`config.mk`:
```
export PLATFORM = sky130hd
export DESIGN_NAME = fifo_ctrl
export DESIGN_NICKNAME = d
export VERILOG_FILES = /design/src/rtl/fifo_pkg.sv /design/src/rtl/fifo_ptr.sv /design/src/rtl/fifo_ctrl.sv
export SDC_FILE = /design/constraint.sdc
export NUM_CORES = 1
export LEC_CHECK = 0
export CAP_MARGIN = 20
export CORE_UTILIZATION = 45
export DETAILED_ROUTE_END_ITERATION = 8
export PLACE_DENSITY_LB_ADDON = 0.12
export SETUP_SLACK_MARGIN = 0.05
export SLEW_MARGIN = 20
export SYNTH_ARGS = -nofsm -noshare
export SYNTH_HDL_FRONTEND = slang
export SYNTH_SLANG_ARGS = --single-unit
```
`constraint.sdc`:
```
create_clock -name clk -period 7.15 [get_ports clk]
set_input_delay 1.0725 -clock clk [delete_from_list [all_inputs] [get_ports clk]]
set_output_delay 1.0725 -clock clk [all_outputs]
set_load 0.02 [all_outputs]
```
`src/rtl/fifo_pkg.sv`:
```
`default_nettype none
// ============================================================================
// Module      : fifo_pkg
// Description : Shared sizing helpers for the FIFO controller and its pointers.
// Revision    : 1.0 - initial release
// ============================================================================
package fifo_pkg;

    localparam int DEF_ADDR_WIDTH = 3;

    function automatic int depth_of(input int aw);
        return 1 << aw;
    endfunction

    // One extra MSB is carried as the wrap bit to tell full from empty.
    function automatic int ptr_width(input int aw);
        return aw + 1;
    endfunction

endpackage
`default_nettype wire

```
`src/rtl/fifo_ptr.sv`:
```
`default_nettype none
// ============================================================================
// Module      : fifo_ptr
// Description : Wrap-bit pointer register with async reset, sync clear, increment.
// Revision    : 1.0 - initial release
// ============================================================================
module fifo_ptr #(
    parameter int PTR_W = 4
) (
    input  logic             clk,
    input  logic             rst_n,
    input  logic             i_clr,
    input  logic             i_inc,
    output logic [PTR_W-1:0] o_ptr
);

    localparam logic [PTR_W-1:0] c_ONE = PTR_W'(1);

    logic [PTR_W-1:0] r_ptr;

    always_ff @(posedge clk or negedge rst_n) begin
        if (!rst_n) begin
            r_ptr <= '0;
        end else if (i_clr) begin
            r_ptr <= '0;
        end else if (i_inc) begin
            r_ptr <= r_ptr + c_ONE;
        end
    end

    assign o_ptr = r_ptr;

endmodule
`default_nettype wire

```
`src/rtl/fifo_ctrl.sv`:
```
`default_nettype none
// ============================================================================
// Module      : fifo_ctrl
// Description : FWFT FIFO controller driving a dual-port RAM (pointers, count, flags).
// Revision    : 1.0 - initial release
// ============================================================================
module fifo_ctrl
    import fifo_pkg::*;
#(
    parameter int ADDR_WIDTH = 3,
    parameter int AF_LEVEL   = 6,
    parameter int AE_LEVEL   = 2
) (
    input  logic                  clk,
    input  logic                  rst_n,
    input  logic                  wr,
    input  logic                  rd,
    input  logic                  clr,
    output logic                  we,
    output logic [ADDR_WIDTH-1:0] w_addr,
    output logic [ADDR_WIDTH-1:0] r_addr,
    output logic [ADDR_WIDTH:0]   count,
    output logic                  full,
    output logic                  empty,
    output logic                  almost_full,
    output logic                  almost_empty,
    output logic                  overflow,
    output logic                  underflow
);

    localparam int                c_PW       = ptr_width(ADDR_WIDTH);
    localparam logic [c_PW-1:0]   c_ONE      = c_PW'(1);
    localparam logic [c_PW-1:0]   c_AF_LEVEL = c_PW'(AF_LEVEL);
    localparam logic [c_PW-1:0]   c_AE_LEVEL = c_PW'(AE_LEVEL);

    logic [c_PW-1:0] w_wr_ptr;
    logic [c_PW-1:0] w_rd_ptr;
    logic            w_full;
    logic            w_empty;
    logic            w_wr_ok;
    logic            w_rd_ok;
    logic [c_PW-1:0] r_count;
    logic            r_overflow;
    logic            r_underflow;

    // Status comes from registered pointers only; inputs never reach the flags.
    assign w_full  = (w_wr_ptr[c_PW-1] != w_rd_ptr[c_PW-1]) &&
                     (w_wr_ptr[c_PW-2:0] == w_rd_ptr[c_PW-2:0]);
    assign w_empty = (w_wr_ptr == w_rd_ptr);

    assign w_wr_ok = wr & (~w_full | rd);
    assign w_rd_ok = rd & ~w_empty;

    fifo_ptr #(.PTR_W(c_PW)) u_wr_ptr (
        .clk   (clk),
        .rst_n (rst_n),
        .i_clr (clr),
        .i_inc (w_wr_ok),
        .o_ptr (w_wr_ptr)
    );

    fifo_ptr #(.PTR_W(c_PW)) u_rd_ptr (
        .clk   (clk),
        .rst_n (rst_n),
        .i_clr (clr),
        .i_inc (w_rd_ok),
        .o_ptr (w_rd_ptr)
    );

    always_ff @(posedge clk or negedge rst_n) begin
        if (!rst_n) begin
            r_count     <= '0;
            r_overflow  <= 1'b0;
            r_underflow <= 1'b0;
        end else if (clr) begin
            r_count     <= '0;
            r_overflow  <= 1'b0;
            r_underflow <= 1'b0;
        end else begin
            if (w_wr_ok && !w_rd_ok) begin
                r_count <= r_count + c_ONE;
            end else if (!w_wr_ok && w_rd_ok) begin
                r_count <= r_count - c_ONE;
            end
            if (wr && w_full && !rd) begin
                r_overflow <= 1'b1;
            end
            if (rd && w_empty) begin
                r_underflow <= 1'b1;
            end
        end
    end

    assign we           = w_wr_ok & ~clr;
    assign w_addr       = w_wr_ptr[c_PW-2:0];
    assign r_addr       = w_rd_ptr[c_PW-2:0];
    assign count        = r_count;
    assign full         = w_full;
    assign empty        = w_empty;
    assign almost_full  = (r_count >= c_AF_LEVEL);
    assign almost_empty = (r_count <= c_AE_LEVEL);
    assign overflow     = r_overflow;
    assign underflow    = r_underflow;

endmodule
`default_nettype wire

```
Word level (Yosys, flattened, before mapping)
Index checks and enable logic that the tools add are counted.
{"block": "classes", "n_eq_ne": 3, "n_lt_le_gt_ge": 2, "n_bitwise": 7, "n_reduce_logical": 14, "n_addsub": 4, "n_mux": 11}
{"op": "$mux 4", "n": 7}
{"op": "$add 4x1->4 const B", "n": 3}
{"op": "$reduce_bool 2->1", "n": 4}
{"op": "$logic_and 1x1->1", "n": 6}
{"op": "$eq 4x4->1", "n": 1}
{"op": "$ge 4x3->1 const B", "n": 1}
{"op": "$le 4x2->1 const B", "n": 1}
{"op": "$mux 1", "n": 4}
{"op": "$sub 4x1->4 const B", "n": 1}
{"op": "$and 1x1->1", "n": 3}
{"op": "$eq 3x3->1", "n": 1}
{"op": "$logic_not 1->1", "n": 3}
{"op": "$not 1->1", "n": 3}
{"op": "$reduce_bool 3->1", "n": 1}
{"op": "$ne 1x1->1", "n": 1}
{"op": "$or 1x1->1", "n": 1}
{"block": "word_totals", "regBits": 14, "wordCells": 46, "in_bits": 5, "out_inout_bits": 17}

Longest topological paths before layout
{"block": "logic_depth", "depth_word": 10, "ltp_mapped": 9}

Hierarchy
Synthesis repeated with hierarchy kept, for this count alone.
{"block": "unflattened", "hier_cells": 89, "area_unflattened_um2": 917.1}
{"module": "fifo_ctrl", "area_each_um2": 531.8, "n_inst": 1, "cells_per_inst": 57}
{"module": "fifo_ptr", "area_each_um2": 192.7, "n_inst": 2, "cells_per_inst": 16}

Least setup slack after synthesis
OpenSTA, ideal clock, no wires.
{"block": "synth_path", "path_kind": "input to output", "startpoint": "input clr", "endpoint": "output we", "cell_stages": 3, "path_buffers": 2, "path_slack_ns": 4.262, "t_arrival_ns": 1.816, "path_cell_list": "clkbuf_1 > clkbuf_1 > nor2_1"}
{"block": "synth_between", "elab_chain_cells": 2}
{"item": "start: declaration", "line": "fifo_ctrl.sv:18", "rtl": "input logic clr,"}
{"item": "$not 1->1", "line": "fifo_ctrl.sv:94", "rtl": "assign we = w_wr_ok & ~clr;"}
{"item": "$and 1x1->1", "line": "fifo_ctrl.sv:94"}
{"item": "end: declaration", "line": "fifo_ctrl.sv:19", "rtl": "output logic we,"}
Every way passes these cells.

Worst setup path after layout
{"block": "layout_path", "startpoint": "input wr", "endpoint": "output we"}
{"block": "layout_between", "elab_chain_cells": 2}
{"item": "start: declaration", "line": "fifo_ctrl.sv:16", "rtl": "input logic wr,"}
{"item": "$and 1x1->1", "line": "fifo_ctrl.sv:51", "rtl": "assign w_wr_ok = wr & (~w_full | rd);"}
{"item": "$and 1x1->1", "line": "fifo_ctrl.sv:94"}
Every way passes these cells.

==> results.sh <==
export IMPL_status="complete, no violations"
export IMPL_skew_ns=0.00261
export IMPL_min_path_type="register to register"
export IMPL_finalSetupViolCount=0
export IMPL_p_seq_share_pct=32.0
export IMPL_final_antenna_net_count=0
export IMPL_period_share_pct=52.5
export IMPL_syn_instance_count=99
export IMPL_rr_worst_depth=9
export IMPL_place_area_um2=1200
export IMPL_synth_async_reset_ratio_pct=100
export IMPL_power_mw=0.359
export IMPL_area_delta_synth_final_pct=22.2
export IMPL_die_area_um2=2440
export IMPL_dieHeight_um=49.4
export IMPL_place_gp_congestion=0.826
export IMPL_crit_top_cell="clkdlybuf4s50_1"
export IMPL_nets=126
export IMPL_p_sw_mw=0.146
export IMPL_grt_max_degree=18
export IMPL_htreeDepth=1
export IMPL_clk_pin_slew_ns=0.09
export IMPL_portBuffers=21
export IMPL_ys_seq_elements=14
export IMPL_insertion_delay_ns=0.29
export IMPL_netSwitchingFraction_pct=40.6
export IMPL_yosysMostFrequentCell="dfrtp_1"
export IMPL_drive_above_1_share_pct=9.57
export IMPL_syn_mean_instance_area_um2=10.2
export IMPL_internal_power_mw=0.213
export IMPL_slew_headroom_pct=54.2
export IMPL_slowest_stage="clkdlybuf4s50_1"
export IMPL_vias=755
export IMPL_core_um2=2040
export IMPL_yosysUniqueCellTypes=33
export IMPL_crit_type="input pin to output pin"
export IMPL_die_x_um=49.4
export IMPL_viasPerCell=5.32
export IMPL_fin_crit_ns=3.76
export IMPL_finalSetupTns_ns=0
export IMPL_hpwl_um=1460
export IMPL_yosysSeqAreaShare_pct=34.7
export IMPL_rsz0062_at_grt="no"
export IMPL_dr_pass1_iters=4
export IMPL_crit_required_ns=6.08
export IMPL_ctsRootBufferMaster="clkbuf_4"
export IMPL_cts_setup_buffers=0
export IMPL_power_leakage_nw=0.571
export IMPL_gr_usage_all_layers_pct=18.9
export IMPL_cts_num_sinks=14
export IMPL_synthTopCellsByArea="dfrtp_1, xor2_1, ha_1, xor2_2, buf_4"
export IMPL_max_cap_violations=0
export IMPL_cts_buffer_depth=2
export IMPL_setup_ws_ns=3.39
export IMPL_crit_path_end_kind="output pin"
export IMPL_synth_common_cells="dfrtp_1, nor2_1, inv_1"
export IMPL_synth_top_area_cell="dfrtp_1"
export IMPL_worst_pin_slew_ns=0.685
export IMPL_grt_antenna_before_repair=0
export IMPL_design_area_um2=1230
export IMPL_clockPowerShare_pct=16.2
export IMPL_grt_pass1_vias=773
export IMPL_avgRoutedWirePerCell_um=13.8
export IMPL_drtIter0Drc=6
export IMPL_fmax_ghz=0.266
export IMPL_start_util_pct=49.5
export IMPL_maxSlewViolCount=0
export IMPL_cts_tree="built"
export IMPL_grt_overflow=0
export IMPL_grt_first_pass_wirelength_um=3350
export IMPL_cts_inserted_buffers=3
export IMPL_cp_start_kind="input pin"
export IMPL_holdPathStages=2
export IMPL_arrival_ns=2.68
export IMPL_crit_fanout=10
export IMPL_postCtsHoldBufs=0
export IMPL_cellPowerDensity_nw_per_um2=290
export IMPL_yosysWarnings=0
export IMPL_cts_resized=0
export IMPL_io_pin_count=22
export IMPL_yosysTopAreaCellShare_pct=34.7
export IMPL_dp_worst_setup_slack_ns=3.40
export IMPL_routed_wl_um=1960
export IMPL_hold_slack_ns=0.516
export IMPL_syn_nets=109
export IMPL_irDropWorstVdd_mv=0.155
export IMPL_n_fill_cell=185
export IMPL_syn_area_um2=1010
export IMPL_p_comb_share_pct=51.8
export IMPL_core_rowCount=16
export IMPL_synth_edf_count=0
export IMPL_crit_chain="clkdlybuf4s50_1 -> o21ai_1 -> nor2_1 -> clkdlybuf4s50_1"
export IMPL_max_stage_delay_ns=0.66
export IMPL_hold_violations=0
export IMPL_drc=0
export IMPL_num_antenna_cells=0
export IMPL_dominantRegCellSynth="dfrtp_1"
stage by stage:
| stage | utilization [%] | cells |
|---|---|---|
| after floorplan | - | 99 |
| after global placement | 58.7 | 138 |
| after detailed placement | 58.7 | 138 |
| after CTS | 60.5 | 142 |
| after global routing | 60.5 | 142 |
| final | 60.5 | 142 |
worst max-delay path, delay by kind of cell:
| kind | cells | cell delay (ns) |
|---|---|---|
| buffers and inverters | 2 | 1.28 |
| AO/OA/AOI/OAI | 1 | 0.20 |
| AND/OR/NAND/NOR | 1 | 0.12 |
power groups by stage:
stage	registers, mW	clock network, mW	logic, mW
2_1_floorplan	0.124	0	0.116
3_3_place_gp	0.115	0	0.181
3_5_place_dp	0.116	0	0.186
4_1_cts	0.115	0.0605	0.188
5_1_grt	0.119	0.0637	0.202
6_report	0.115	0.0582	0.186
layout by cell type (no fill, tap or decap), types with 2 or more instances in the layout:
master,synthesis,routed
a31oi_1,2,2
o31ai_1,2,2
o211ai_1,3,3
mux2i_1,2,2
dfrtp_1,14,14
xnor2_1,4,4
nand2_1,3,3
o311ai_1,3,3
nand4_1,2,2
o21ai_0,2,2
clkbuf_4,0,3
xor2_1,6,6
a21o_1,4,4
nand3_1,2,2
inv_1,7,7
nor2_1,11,11
ha_1,4,4
clkdlybuf4s50_1,0,21
xor2_2,3,3
a21oi_1,3,3
cell type report:
cell class	instances	area (um2)	share of cell area, %
multi-input cells	69	578	46.8
flip-flops and latches	14	350	28.4
repair buffers	21	210	17.0
clock buffers	4	36.3	2.94
well taps	27	33.8	2.74
inverters	7	26.3	2.13
registers in the layout, indices dropped and copies added, names as in the netlist:
| name | cells |
|---|---|
| underflow | 1 |
| u_wr_ptr.o_ptr | 4 |
| count | 4 |
| overflow | 1 |
| u_rd_ptr.o_ptr | 4 |
cell families (layout without fill, tap and decap cells):
group           Yosys count  count (layout)  synth area share [%]
xor+xnor                 14              14                  15.7
buf+inv                  16              32                  8.17
compound gates           25              25                  20.3
fa+ha+maj                 5               5                  6.93
simple gates             23              23                  12.3
mux                       2               2                  1.98
flops                    14              14                  34.7
per-layer routing:
layer	vias up	wire (um)	share of wire (%)	track usage, %
li1	379	-	-	-
met1	359	838	43	20.3
met2	13	988	50	32.4
met3	4	86	4.4	6.54
met4	0	45	2.3	10.0
met5	-	0	0	0
worst paths after layout:
| kind | from | slack, ns | to |
|---|---|---|---|
| worst max-delay path | wr | 3.39 | we |
| worst min-delay path | overflow | 0.52 | overflow |
| worst max register to register | u_rd_ptr.o_ptr[1] | 4.37 | count[3] |
| worst min register to register | overflow | 0.52 | overflow |
| max in group asynchronous | rst_n | 5.58 | u_wr_ptr.o_ptr[1] |
| min in group asynchronous | rst_n | 1.16 | count[1] |
Note: power is estimated with default switching activity, not from simulation.
